File: src/rtl/chip_id_reader_if.sv
// Bundle of the chip-ID signals shared by the reader, the hard block and the controller.
interface chip_id_reader_if #(
  parameter int ID_WIDTH = 64
);
  logic                data_valid;
  logic [ID_WIDTH-1:0] chip_id;
  logic                id_shiftnld;
  logic                id_regout;

  // Reader side: drives the result and the hard-block control, takes the serial bit
  modport master (
    output data_valid,
    output chip_id,
    output id_shiftnld,
    input  id_regout
  );

  // Hard block / consumer side
  modport slave (
    input  data_valid,
    input  chip_id,
    input  id_shiftnld,
    output id_regout
  );
endinterface

File: src/rtl/chip_id_reader.sv
// One-shot reader for the device unique chip ID.
// After reset it pulses a parallel load into the hard chip-ID block. It then shifts
// ID_WIDTH bits out LSB first and publishes the complete ID together with data_valid.
// The ID is held until the next reset.
module chip_id_reader #(
  parameter int ID_WIDTH = 64
) (
  input  logic              clkin,
  input  logic              reset,
  chip_id_reader_if.master  bus
);

  localparam int CNT_W = (ID_WIDTH > 1) ? $clog2(ID_WIDTH) : 1;
  localparam logic [CNT_W-1:0] CNT_LAST = CNT_W'(ID_WIDTH - 1);

  typedef enum logic [1:0] {
    S_IDLE  = 2'd0,
    S_LOAD  = 2'd1,
    S_SHIFT = 2'd2,
    S_DONE  = 2'd3
  } state_t;

  state_t              state_q, state_d;
  logic [ID_WIDTH-1:0] sr_q, sr_d;
  logic [CNT_W-1:0]    cnt_q, cnt_d;
  logic [ID_WIDTH-1:0] chip_id_q, chip_id_d;
  logic                data_valid_q, data_valid_d;
  logic                id_shiftnld;

  // State and datapath registers, all cleared by the asynchronous reset
  always_ff @(posedge clkin or posedge reset) begin
    if (reset) begin
      state_q      <= S_IDLE;
      sr_q         <= '0;
      cnt_q        <= '0;
      chip_id_q    <= '0;
      data_valid_q <= 1'b0;
    end else begin
      state_q      <= state_d;
      sr_q         <= sr_d;
      cnt_q        <= cnt_d;
      chip_id_q    <= chip_id_d;
      data_valid_q <= data_valid_d;
    end
  end

  // Next-state and shift/count logic; the serial input is only looked at while shifting
  always_comb begin
    state_d      = state_q;
    sr_d         = sr_q;
    cnt_d        = cnt_q;
    chip_id_d    = chip_id_q;
    data_valid_d = data_valid_q;
    case (state_q)
      S_IDLE: begin
        state_d = S_LOAD;
      end
      S_LOAD: begin
        cnt_d   = '0;
        state_d = S_SHIFT;
      end
      S_SHIFT: begin
        sr_d = {bus.id_regout, sr_q[ID_WIDTH-1:1]};
        if (cnt_q == CNT_LAST) begin
          // Last bit: publish the whole word and the flag on the same edge
          chip_id_d    = {bus.id_regout, sr_q[ID_WIDTH-1:1]};
          data_valid_d = 1'b1;
          state_d      = S_DONE;
        end else begin
          cnt_d = cnt_q + 1'b1;
        end
      end
      S_DONE: begin
        state_d = S_DONE;
      end
      default: begin
        state_d = S_IDLE;
      end
    endcase
  end

  // Hard-block control decoded purely from the registered state
  always_comb begin
    id_shiftnld = 1'b1;
    if (state_q == S_LOAD) id_shiftnld = 1'b0;
  end

  assign bus.id_shiftnld = id_shiftnld;
  assign bus.data_valid  = data_valid_q;
  assign bus.chip_id     = chip_id_q;

endmodule

File: src/flat_wrapper.sv
// flat-port wrapper written by rule: the top's interface ports become plain ports
module chip_id_reader_flat 
#(
  parameter int ID_WIDTH = 64
)
  (clkin, reset, bus_data_valid, bus_chip_id, bus_id_shiftnld, bus_id_regout);
  chip_id_reader_if #(.ID_WIDTH(ID_WIDTH)) bus_i ();
  input  logic clkin;
  input  logic reset;
  output wire logic [$bits(bus_i.data_valid)-1:0] bus_data_valid;
  output wire logic [$bits(bus_i.chip_id)-1:0] bus_chip_id;
  output wire logic [$bits(bus_i.id_shiftnld)-1:0] bus_id_shiftnld;
  input wire logic [$bits(bus_i.id_regout)-1:0] bus_id_regout;
  assign bus_data_valid = bus_i.data_valid;
  assign bus_chip_id = bus_i.chip_id;
  assign bus_id_shiftnld = bus_i.id_shiftnld;
  assign bus_i.id_regout = bus_id_regout;
  chip_id_reader #(.ID_WIDTH(ID_WIDTH)) u_core (.clkin(clkin), .reset(reset), .bus(bus_i));
endmodule
File: config.mk
export PLATFORM = sky130hd
export DESIGN_NAME = chip_id_reader_flat
export DESIGN_NICKNAME = d
export VERILOG_FILES = /design/src/rtl/chip_id_reader_if.sv /design/src/rtl/chip_id_reader.sv /design/src/flat_wrapper.sv
export SDC_FILE = /design/constraint.sdc
export NUM_CORES = 1
export LEC_CHECK = 0
export CORE_MARGIN = 4
export CORE_UTILIZATION = 55
export DETAILED_ROUTE_END_ITERATION = 7
export PLACE_DENSITY_LB_ADDON = 0.05
export SKIP_CTS_REPAIR_TIMING = 1
export SYNTH_ARGS = -nofsm -noshare
export SYNTH_HDL_FRONTEND = slang
export SYNTH_SLANG_ARGS = --single-unit
File: constraint.sdc
create_clock -name clkin -period 8.3 [get_ports clkin]
set_input_delay 1.66 -clock clkin [delete_from_list [all_inputs] [get_ports clkin]]
set_output_delay 1.66 -clock clkin [all_outputs]
set_load 0.03 [all_outputs]
==> summary.txt, run 1 <==
Status
  – Status: finished, final reports clean

Global route
  – Initial antenna violation count: 0
  – Total gr overflow: 0
  – Largest net degree at the start of global routing: 88
  – Vias in the first global route: 2895
  – First-pass GRT wire length: 14800 um
  – Total GRT Usage: 16.5%

Layout
  – Syn-to-layout area delta: 22.4%
  – Multi-input gate area: 1890 sq um
  – Layout cell share with drive strength beyond 1: 41.0%
  – Register area: 3400 sq um
  – Filler Cells Inserted: 707
  – Nets: 399
  – Ant. Diodes: 0

Route
  – Post-Route WL: 8640 um
  – Post-route ant nets: 0
  – Routed via count: 2769
  – DRT Pass-1 Iters: 4
  – Avg WL per Cell: 16.0 um
  – Initial DRC Count: 97
  – DR vias/cell: 5.13
  – DRC: 0

Synthesis
  – Yosys warns: 0
  – Post-synthesis sequential area ratio: 62.0%
  – Synth unique cells: 31
  – Post-Syn Area: 5490 sq um
  – Post-Synthesis Cells: 322
  – Syn Area/Cell: 17.1 sq um
  – Syn nets: 326
  – #FFs+latches synth: 136

Clocking
  – Root buffer cell: clkbuf_8
  – Clk_lat worst skew: 0.51 ns
  – Num CTS Buffers: 17
  – Worst-path clk slew: 0.06 ns
  – Clock Path Buffers: 2
  – H-tree levels: 4
  – CTS tree: built
  – Clk sinks: 136

Placement
  – Routability cong.: 0.713
  – Post-DP HPWL: 5280 um
  – Count of input and output buffers: 68

Floorplanning
  – Die Wd: 108 um
  – Initial core utilization: 56.4%
  – Io pins: 69
  – Die Area: 11600 sq um
  – Site Rows: 36
  – Die Height: 108 um
  – Core area: 9730 sq um

Pwr
  – Switching portion of total power: 21.2%
  – Internal: 0.00109 W
  – Comb pwr share: 1.8%
  – PD cells: 206 nW/um^2
  – Net Switching: 0.000294 W
  – Worst VDD drop: 0.128 mV
  – Clock share of power: 48.9%
  – Total chip power: 0.00139 W
  – Pleak: 3.11 nW
  – Sequential Power Share: 49.3%

Setup path
  – Reg-to-reg endpoint: u_core.bus.chip_id[60]
  – R2R Setup Slk: 5.50 ns
  – CP bufs+invs: 1
  – Crit-path cells: nand2b_1 > clkdlybuf4s50_1
  – CP Launch Type: flip-flop
  – R2R Path Start: u_core.cnt_q[0]
  – Worst-case reg-to-reg path depth: 5
  – Data arrival, critical path: 1.95 ns
  – Crit path required time: 6.64 ns
  – Critical path capture point type: primary output
  – Slowest stage delay, CP: 0.68 ns
  – CP Class: reg -> out
  – Worst-path maximum fanout: 12
  – Slowest CP cell: clkdlybuf4s50_1
  – Top cell family by delay on the critical path: buffers and inverters

Timing
  – Worst Clk Skew: 0.0120 ns
  – Tmin final: 3.61 ns
  – Tcrit/Tclk final: 43.5%
  – Slew at the pin closest to its max-slew limit: 1.06 ns
  – Number of hold violations in the final report: 0
  – Setup-failing EPs final: 0
  – Final Max Tran Viols: 0
  – Setup TNS: 0 ns
  – FMAX: 277 MHz
  – Slew headroom: 29.1%
  – RSZ-0062 raised after global routing: false

Worst hold path
  – HP Class: reg -> reg
  – WHS Endpoint: u_core.bus.data_valid
  – Hold path startpoint: u_core.bus.data_valid
  – WHS Path Cells: 1

Run
  – Max-capacitance violation count: 0
## layout make-up
type                    instances  share of cell area, %
multi-input cells             166                   28.1
repair buffers                 71                   10.5
clock buffers                  19                   6.57
flip-flops and latches        136                   50.6
inverters                       3                  0.242
well taps                     133                   2.47
clock inverters                12                   1.54
## cells by family (layout without fill, tap and decap cells)
group / count (synthesis) / after routing / synth area share, %
DFF: 136 / 136 / 62.0
and+or+nand+nor: 22 / 22 / 2.57
buffers and inverters: 20 / 105 / 3.71
adders and majority gates: 1 / 1 / 0.228
AOI/OAI and AO/OA: 16 / 16 / 2.12
muxes: 127 / 127 / 29.4
## worst max-delay path by stage
stage | slack [ns] | cells past startpoint | start | endpoint
6_report | 4.69 | 2 | u_core.state_q[1] | bus_id_shiftnld
5_1_grt | 4.60 | 2 | u_core.state_q[1] | bus_id_shiftnld
4_1_cts | 4.66 | 2 | u_core.state_q[1] | bus_id_shiftnld
3_5_place_dp | 4.70 | 3 | reset | u_core.bus.chip_id[51]
3_3_place_gp | 4.73 | 3 | reset | u_core.bus.chip_id[50]
2_1_floorplan | 3.00 | 1 | reset | u_core.bus.chip_id[0]
## layer usage
metal  GRT usage [%]  part of all wire, %  vias up
met5               0                    0        -
met4            6.85                  1.2        0
met3            5.22                  4.5        9
met2            24.2                   46       51
met1            22.9                   48     1422
li1                -                    -     1287
## state kept, by name, indices dropped and copies added, names as in the netlist
register	cells
u_core.bus.chip_id	64
u_core.bus.data_valid	1
u_core.cnt_q	6
u_core.sr_q	63
u_core.state_q	2
## placed cells by master (no fill, tap or decap), types with 2 or more instances in the layout
cell and instances:
a211oi_1 2, a41oi_1 3, buf_4 3, clkbuf_16 16, clkbuf_8 3, clkdlybuf4s50_1 68, clkinv_2 5, clkinv_4 3
clkinvlp_4 3, dfrtp_1 136, inv_1 2, mux2_2 78, mux2_4 49, nand2_1 7, nand2b_1 2, nand3_1 2
nor3_1 2, o211ai_1 5, o21ai_0 2
## cell usage after synthesis, drive strengths merged
master / instances / area (sq um)
a41oi: 3 / 26.3
nand3: 3 / 20.0
o211ai: 5 / 37.5
and2: 1 / 6.26
buf: 16 / 189
nand2b: 2 / 12.5
a211oi: 2 / 15.0
or2: 1 / 6.26
a21o: 1 / 7.51
o31ai: 1 / 7.51
a21oi: 1 / 5.00
nand4b: 1 / 23.8
o21ai: 2 / 10.0
inv: 3 / 11.3
ha: 1 / 12.5
nor3: 2 / 10.0
nor2b: 2 / 15.0
nand2: 7 / 26.3
a21boi: 1 / 7.51
and3: 1 / 6.26
dfrtp: 136 / 3400
mux2: 127 / 1610
clkbuf: 1 / 3.75
nor2: 2 / 15.0
## worst reg2reg max path: cells and delay by family (launching register included)
family                   cells  cell delay [ns]
AND/OR/NAND/NOR              2             0.63
buffers and inverters        1             0.81
flip-flops                   1             0.45
adder cells (fa/ha/maj)      1             0.34
multiplexers                 1             0.45
## stage by stage
| step | instances | cell area, sq um | worst slack [ns] | util, % | hold slack (ns) |
|---|---|---|---|---|---|
| floorplan | 322 | 5490 | 3.00 | - | 0.477 |
| global placement | 509 | 6180 | 4.73 | 63.5 | 0.456 |
| detailed placement | 509 | 6180 | 4.70 | 63.5 | 0.450 |
| CTS | 540 | 6720 | 4.66 | 69.1 | 0.464 |
| global route | 540 | 6720 | 4.60 | 69.1 | 0.500 |
| finish | 540 | 6720 | 4.69 | 69.1 | 0.466 |
## power by group through the flow
stage	clock network, W	logic [W]	registers, W
floorplan	0	0.0000202	0.000693
global placement	0	0.0000255	0.000695
detailed placement	0	0.0000264	0.000696
CTS	0.000693	0.0000263	0.000684
global route	0.000724	0.0000296	0.000685
finish	0.000679	0.0000251	0.000684
Power figures use the tool's default switching activity.
==> run 2, diff against run 1 <==
--- a/config.mk
+++ b/config.mk
@@ -6,7 +6,7 @@
 export NUM_CORES = 1
 export LEC_CHECK = 0
 export CORE_MARGIN = 4
-export CORE_UTILIZATION = 55
+export CORE_UTILIZATION = 50
 export DETAILED_ROUTE_END_ITERATION = 7
 export PLACE_DENSITY_LB_ADDON = 0.05
 export SKIP_CTS_REPAIR_TIMING = 1
==> constraint.sdc (replaced) <==
create_clock -name clkin -period 3.1 [get_ports clkin]
set_input_delay 0.62 -clock clkin [delete_from_list [all_inputs] [get_ports clkin]]
set_output_delay 0.62 -clock clkin [all_outputs]
set_load 0.03 [all_outputs]
==> summary.txt, run 2 (synthesized netlist as in run 1, its figures left out) <==
Layout
  – Post-route cell area: 6860 sq um (was 6720 sq um)
  – Multi-input gate area: 1890 sq um (unchanged)
  – Layout cell share with drive strength beyond 1: 40.6% (was 41.0%)
  – Max reg flops: 64 (unchanged)
  – Nets: 402 (was 399)
  – Ant. Diodes: 0 (unchanged)
  – Syn-to-layout area delta: 24.9% (was 22.4%)
  – Register area: 3400 sq um (unchanged)
  – Most common cell after layout, fill and taps aside: dfrtp_1 (unchanged)
  – Fin cells: 551 (was 540)
  – Filler Cells Inserted: 829 (was 707)
  – Most frequent cells in the layout: 136 x dfrtp_1, 78 x mux2_2, 68 x clkdlybuf4s50_1, 49 x mux2_4, 16 x clkbuf_16 (unchanged)

Setup path
  – CP Class: reg -> out (unchanged)
  – R2R Path Start: u_core.cnt_q[0] (unchanged)
  – Top cell family by delay on the critical path: buffers and inverters (unchanged)
  – Worst-path maximum fanout: 12 (unchanged)
  – R2R Setup Slk: 0.99 ns (was 5.50 ns)
  – Slowest CP cell: clkdlybuf4s50_1 (unchanged)
  – Crit-path cells: nand2b_1 > clkdlybuf4s50_1 (unchanged)
  – Critical path capture point type: primary output (unchanged)
  – Reg-to-reg endpoint: u_core.bus.chip_id[59] (was u_core.bus.chip_id[60])
  – Worst-case reg-to-reg path depth: 5 (unchanged)
  – CP bufs+invs: 1 (unchanged)
  – CP Launch Type: flip-flop (unchanged)
  – Data arrival, critical path: 1.98 ns (was 1.95 ns)
  – Crit path required time: 2.48 ns (was 6.64 ns)
  – Slowest stage delay, CP: 0.68 ns (about the same)

Timing
  – Number of hold violations in the final report: 0 (unchanged)
  – Fin worst setup slack: 0.499 ns (was 4.69 ns)
  – Setup TNS: 0 ns (unchanged)
  – Final Max Tran Viols: 0 (unchanged)
  – Worst Clk Skew: 0.00564 ns (was 0.0120 ns)
  – FMAX: 385 MHz
  – Tcrit/Tclk final: 83.9%
  – RSZ-0062 raised after global routing: false (unchanged)
  – Worst Hold Margin: 0.466 ns (about the same)
  – Slew headroom: 52.7% (was 29.1%)
  – Tmin final: 2.60 ns
  – Setup-failing EPs final: 0 (unchanged)
  – Slew at the pin closest to its max-slew limit: 0.707 ns (was 1.06 ns)

Clocking
  – CTS tree: built (unchanged)
  – Num CTS Buffers: 17 (unchanged)
  – Clk_lat worst skew: 0.51 ns (about the same)
  – Root buffer cell: clkbuf_8 (unchanged)
  – Worst-path clk slew: 0.06 ns (about the same)
  – Clock Path Buffers: 2 (unchanged)
  – Clk sinks: 136 (unchanged)
  – H-tree levels: 4 (unchanged)

Worst hold path
  – Hold path startpoint: u_core.bus.data_valid (unchanged)
  – HP Class: reg -> reg (unchanged)
  – WHS Endpoint: u_core.bus.data_valid (unchanged)
  – WHS Path Cells: 1 (unchanged)

Floorplanning
  – Die Height: 113 um (was 108 um)
  – Initial core utilization: 50.9% (was 56.4%)
  – Io pins: 69 (unchanged)
  – Die Area: 12700 sq um (was 11600 sq um)
  – Site Rows: 38 (was 36)
  – Core area: 10800 sq um (was 9730 sq um)
  – Die Wd: 113 um (was 108 um)

Global route
  – Vias in the first global route: 2960 (was 2895)
  – Initial antenna violation count: 0 (unchanged)
  – Total gr overflow: 0 (unchanged)
  – Largest net degree at the start of global routing: 62 (was 88)
  – First-pass GRT wire length: 15300 um (was 14800 um)
  – Total GRT Usage: 15.2% (was 16.5%)

Route
  – Avg WL per Cell: 16.1 um (was 16.0 um)
  – Post-route ant nets: 0 (unchanged)
  – DR vias/cell: 5.09 (was 5.13)
  – Initial DRC Count: 144 (was 97)
  – DRT Pass-1 Iters: 4 (unchanged)
  – DRC: 0 (unchanged)
  – Post-Route WL: 8880 um (was 8640 um)
  – Routed via count: 2806 (was 2769)

Placement
  – Routability cong.: 0.747 (was 0.713)
  – Post-DP HPWL: 5570 um (was 5280 um)
  – Dpl ws: 0.993 ns (was 4.70 ns)
  – DP Area: 6260 sq um (was 6180 sq um)
  – Placed cells: 519 (was 509)
  – Count of input and output buffers: 68 (unchanged)

Pwr
  – Worst VDD drop: 0.315 mV (was 0.128 mV)
  – Clock share of power: 51.3% (was 48.9%)
  – PD cells: 570 nW/um^2 (was 206 nW/um^2)
  – Internal: 0.00315 W (was 0.00109 W)
  – Switching portion of total power: 19.5% (was 21.2%)
  – Net Switching: 0.000761 W (was 0.000294 W)
  – Comb pwr share: 1.9% (was 1.8%)
  – Sequential Power Share: 46.8% (was 49.3%)
  – Pleak: 3.17 nW (was 3.11 nW)

Status
  – Status: finished, final reports clean (unchanged)

Run
  – Max-capacitance violation count: 0 (unchanged)
run 2: changes by cell type in the layout (fill, tap and decap cells not counted), sizes merged:
cell	change
inv	-1
bufinv	+2
clkbuf	+6
buf	+3
clkinv	-6
run 2: area by class of cell:
class | count | area share [%]
inverters | 3 | 0.219
repair buffers | 74 | 11.3
clock buffers | 25 | 7.06
well taps | 140 | 2.55
clock inverters | 7 | 1.68
flip-flops and latches | 136 | 49.6
multi-input cells | 166 | 27.5
run 2: worst max-delay path by stage:
stage | startpoint | cells after the start | to | slack [ns]
after floorplan | reset | 1 | u_core.bus.chip_id[0] | 0.79
after global placement | u_core.state_q[1] | 2 | bus_id_shiftnld | 1.07
after detailed placement | u_core.cnt_q[0] | 5 | u_core.bus.chip_id[59] | 0.99
after CTS | u_core.state_q[1] | 2 | bus_id_shiftnld | 0.48
after global routing | u_core.state_q[1] | 2 | bus_id_shiftnld | 0.41
final | u_core.state_q[1] | 2 | bus_id_shiftnld | 0.50
run 2: power by group through the flow:
stage / clock (W) / sequential (W) / combinational [W]
after floorplan: 0 / 0.00185 / 0.0000545
after global placement: 0 / 0.00186 / 0.0000745
after detailed placement: 0 / 0.00186 / 0.0000772
after CTS: 0.00205 / 0.00183 / 0.0000775
after global routing: 0.00214 / 0.00184 / 0.0000853
final: 0.00201 / 0.00183 / 0.0000729
run 2: through the flow:
step | total power, W | utilization [%]
floorplan | 0.00191 | -
global route | 0.00407 | 63.5
CTS | 0.00396 | 63.5
global placement | 0.00194 | 58.0
detailed placement | 0.00194 | 58.0
finish | 0.00391 | 63.5
run 2: metal layers:
layer / vias up / track usage, % / wire [um] / part of all wire (%)
met4: 0 / 6.01 / 132 / 1.5
met1: 1419 / 20.8 / 4250 / 48
met2: 66 / 22.1 / 3980 / 45
met5: - / 0 / 0 / 0
met3: 17 / 5.56 / 514 / 5.8
li1: 1304 / - / - / -
run 2: worst register-to-register path, stage by stage, from the launching register on:
cell and delay (ns):
dfrtp_1 0.44, ha_1 0.33, nand3_2 0.17, nor2_4 0.13, buf_4 0.49, mux2_2 0.44
==> run 3, diff against run 2 <==
--- a/config.mk
+++ b/config.mk
@@ -6,7 +6,7 @@
 export NUM_CORES = 1
 export LEC_CHECK = 0
 export CORE_MARGIN = 4
-export CORE_UTILIZATION = 50
+export CORE_UTILIZATION = 55
 export DETAILED_ROUTE_END_ITERATION = 7
 export PLACE_DENSITY_LB_ADDON = 0.05
 export SKIP_CTS_REPAIR_TIMING = 1
==> constraint.sdc (replaced) <==
create_clock -name clkin -period 2.45 [get_ports clkin]
set_input_delay 0.49 -clock clkin [delete_from_list [all_inputs] [get_ports clkin]]
set_output_delay 0.49 -clock clkin [all_outputs]
set_load 0.03 [all_outputs]
==> summary.txt, run 3 (synthesized netlist as in run 1, its figures left out) <==
Clocking
  – Clk sinks: 136 (unchanged)
  – CTS tree: built (unchanged)
  – Clock Path Buffers: 2 (unchanged)
  – Worst-path clk slew: 0.05 ns (was 0.06 ns)
  – Clk_lat worst skew: 0.51 ns (about the same)
  – Root buffer cell: clkbuf_8 (unchanged)
  – Num CTS Buffers: 17 (unchanged)
  – H-tree levels: 4 (unchanged)

Floorplanning
  – Site Rows: 36 (was 38)
  – Die Wd: 108 um (was 113 um)
  – Initial core utilization: 56.4% (was 50.9%)
  – Die Area: 11600 sq um (was 12700 sq um)
  – Die Height: 108 um (was 113 um)
  – Io pins: 69 (unchanged)
  – Core area: 9730 sq um (was 10800 sq um)

Layout
  – Most common cell after layout, fill and taps aside: dfrtp_1 (unchanged)
  – Most frequent cells in the layout: 135 x dfrtp_1, 78 x mux2_2, 67 x clkdlybuf4s50_1, 49 x mux2_4, 16 x clkbuf_16 (was 136 x dfrtp_1, 78 x mux2_2, 68 x clkdlybuf4s50_1, 49 x mux2_4, 16 x clkbuf_16)
  – Filler Cells Inserted: 698 (was 829)
  – Ant. Diodes: 0 (unchanged)
  – Post-route cell area: 6730 sq um (was 6860 sq um)
  – Syn-to-layout area delta: 22.5% (was 24.9%)
  – Layout cell share with drive strength beyond 1: 39.6% (was 40.6%)
  – Max reg flops: 64 (unchanged)
  – Nets: 400 (was 402)
  – Fin cells: 540 (was 551)

Route
  – Post-Route WL: 8610 um (was 8880 um)
  – Post-route ant nets: 0 (unchanged)
  – Avg WL per Cell: 15.9 um (was 16.1 um)
  – Routed via count: 2823 (was 2806)
  – DRC: 0 (unchanged)
  – Initial DRC Count: 119 (was 144)
  – DRT Pass-1 Iters: 4 (unchanged)
  – DR vias/cell: 5.23 (was 5.09)

Timing
  – FMAX: 486 MHz
  – Tmin final: 2.06 ns
  – Setup TNS: 0 ns (unchanged)
  – Slew headroom: 52.0% (was 52.7%)
  – Setup-failing EPs final: 0 (unchanged)
  – Tcrit/Tclk final: 84.1%
  – Slew at the pin closest to its max-slew limit: 0.719 ns (was 0.707 ns)
  – Number of hold violations in the final report: 0 (unchanged)
  – RSZ-0062 raised after global routing: false (unchanged)
  – Final Max Tran Viols: 0 (unchanged)
  – Worst Clk Skew: 0.0125 ns (was 0.00564 ns)

Placement
  – Post-DP HPWL: 5060 um (was 5570 um)
  – Placed cells: 510 (was 519)
  – Routability cong.: 0.769 (was 0.747)
  – DP Area: 6210 sq um (was 6260 sq um)
  – Count of input and output buffers: 68 (unchanged)

Setup path
  – Data arrival, critical path: 1.57 ns (was 1.98 ns)
  – Crit path required time: 1.96 ns (was 2.48 ns)
  – Top cell family by delay on the critical path: buffers and inverters (unchanged)
  – CP Class: reg -> out (unchanged)
  – CP bufs+invs: 1 (unchanged)
  – Slowest stage delay, CP: 0.68 ns (about the same)
  – Crit-path cells: clkdlybuf4s50_1 (was nand2b_1 > clkdlybuf4s50_1)
  – CP Launch Type: flip-flop (unchanged)
  – Slowest CP cell: clkdlybuf4s50_1 (unchanged)
  – Critical path capture point type: primary output (unchanged)
  – Worst-path maximum fanout: 2 (was 12)

Status
  – Status: finished, final reports clean (unchanged)

Pwr
  – Worst VDD drop: 0.807 mV (was 0.315 mV)
  – Pleak: 3.11 nW (was 3.17 nW)
  – PD cells: 687 nW/um^2 (was 570 nW/um^2)

Global route
  – Largest net degree at the start of global routing: 137 (was 62)
  – Total GRT Usage: 16.9% (was 15.2%)
  – Total gr overflow: 0 (unchanged)
  – First-pass GRT wire length: 15000 um (was 15300 um)
  – Initial antenna violation count: 0 (unchanged)
  – Vias in the first global route: 2970 (was 2960)

Worst hold path
  – HP Class: reg -> reg (unchanged)

Run
  – Max-capacitance violation count: 0 (unchanged)
[run 3: changes by cell type in the layout (fill, tap and decap cells not counted), sizes merged]
| cell | before | now |
|---|---|---|
| clkinvlp | 3 | 1 |
| bufinv | 3 | 1 |
| dlymetal6s2s | 0 | 1 |
| clkdlybuf4s50 | 68 | 67 |
| buf | 6 | 4 |
| clkinv | 2 | 3 |
| clkbuf | 25 | 26 |
[run 3: layout make-up]
cell class	count	area, sq um	share of cell area [%]
clock inverters	4	45.0	0.670
repair buffers	72	738	11.0
inverters	3	15.0	0.223
multi-input cells	166	1890	28.1
clock buffers	26	468	6.96
flip-flops and latches	136	3400	50.6
well taps	133	166	2.47
[run 3: through the flow]
stage	hold slack [ns]	utilization (%)	setup WS, ns	total power (W)
2_1_floorplan	0.477	-	0.267	0.00242
3_3_place_gp	0.455	63.8	0.521	0.00244
3_5_place_dp	0.454	63.8	0.452	0.00245
4_1_cts	0.468	69.1	-0.0336	0.00469
5_1_grt	0.476	69.1	0.300	0.00480
6_report	0.465	69.1	0.390	0.00462
[run 3: path summary, 6_finish.rpt]
check	start	endpoint	slack [ns]	cells past startpoint
setup / recovery	u_core.bus.chip_id[35]	bus_chip_id[35]	0.39	1
max in group asynchronous	reset	u_core.bus.chip_id[11]	1.38	3
hold / removal	u_core.bus.data_valid	u_core.bus.data_valid	0.46	1
min in group asynchronous	reset	u_core.bus.chip_id[27]	0.50	3
hold reg to reg	u_core.bus.data_valid	u_core.bus.data_valid	0.46	1
setup reg to reg	u_core.cnt_q[0]	u_core.bus.chip_id[53]	0.45	5
[run 3: per-layer routing]
| metal | GRT usage (%) | up-vias | share of wire, % |
|---|---|---|---|
| met3 | 7.56 | 12 | 5.3 |
| met1 | 23.1 | 1457 | 47 |
| met5 | 0 | - | 0 |
| met4 | 6.13 | 0 | 1.2 |
| met2 | 24.1 | 64 | 47 |
| li1 | - | 1290 | - |
[run 3: power by group]
part	total, W	internal [W]	switching, W
Sequential	0.00232	0.00229	0.0000288
Combinational	0.0000873	0.0000363	0.0000510
Clock	0.00221	0.00138	0.000832
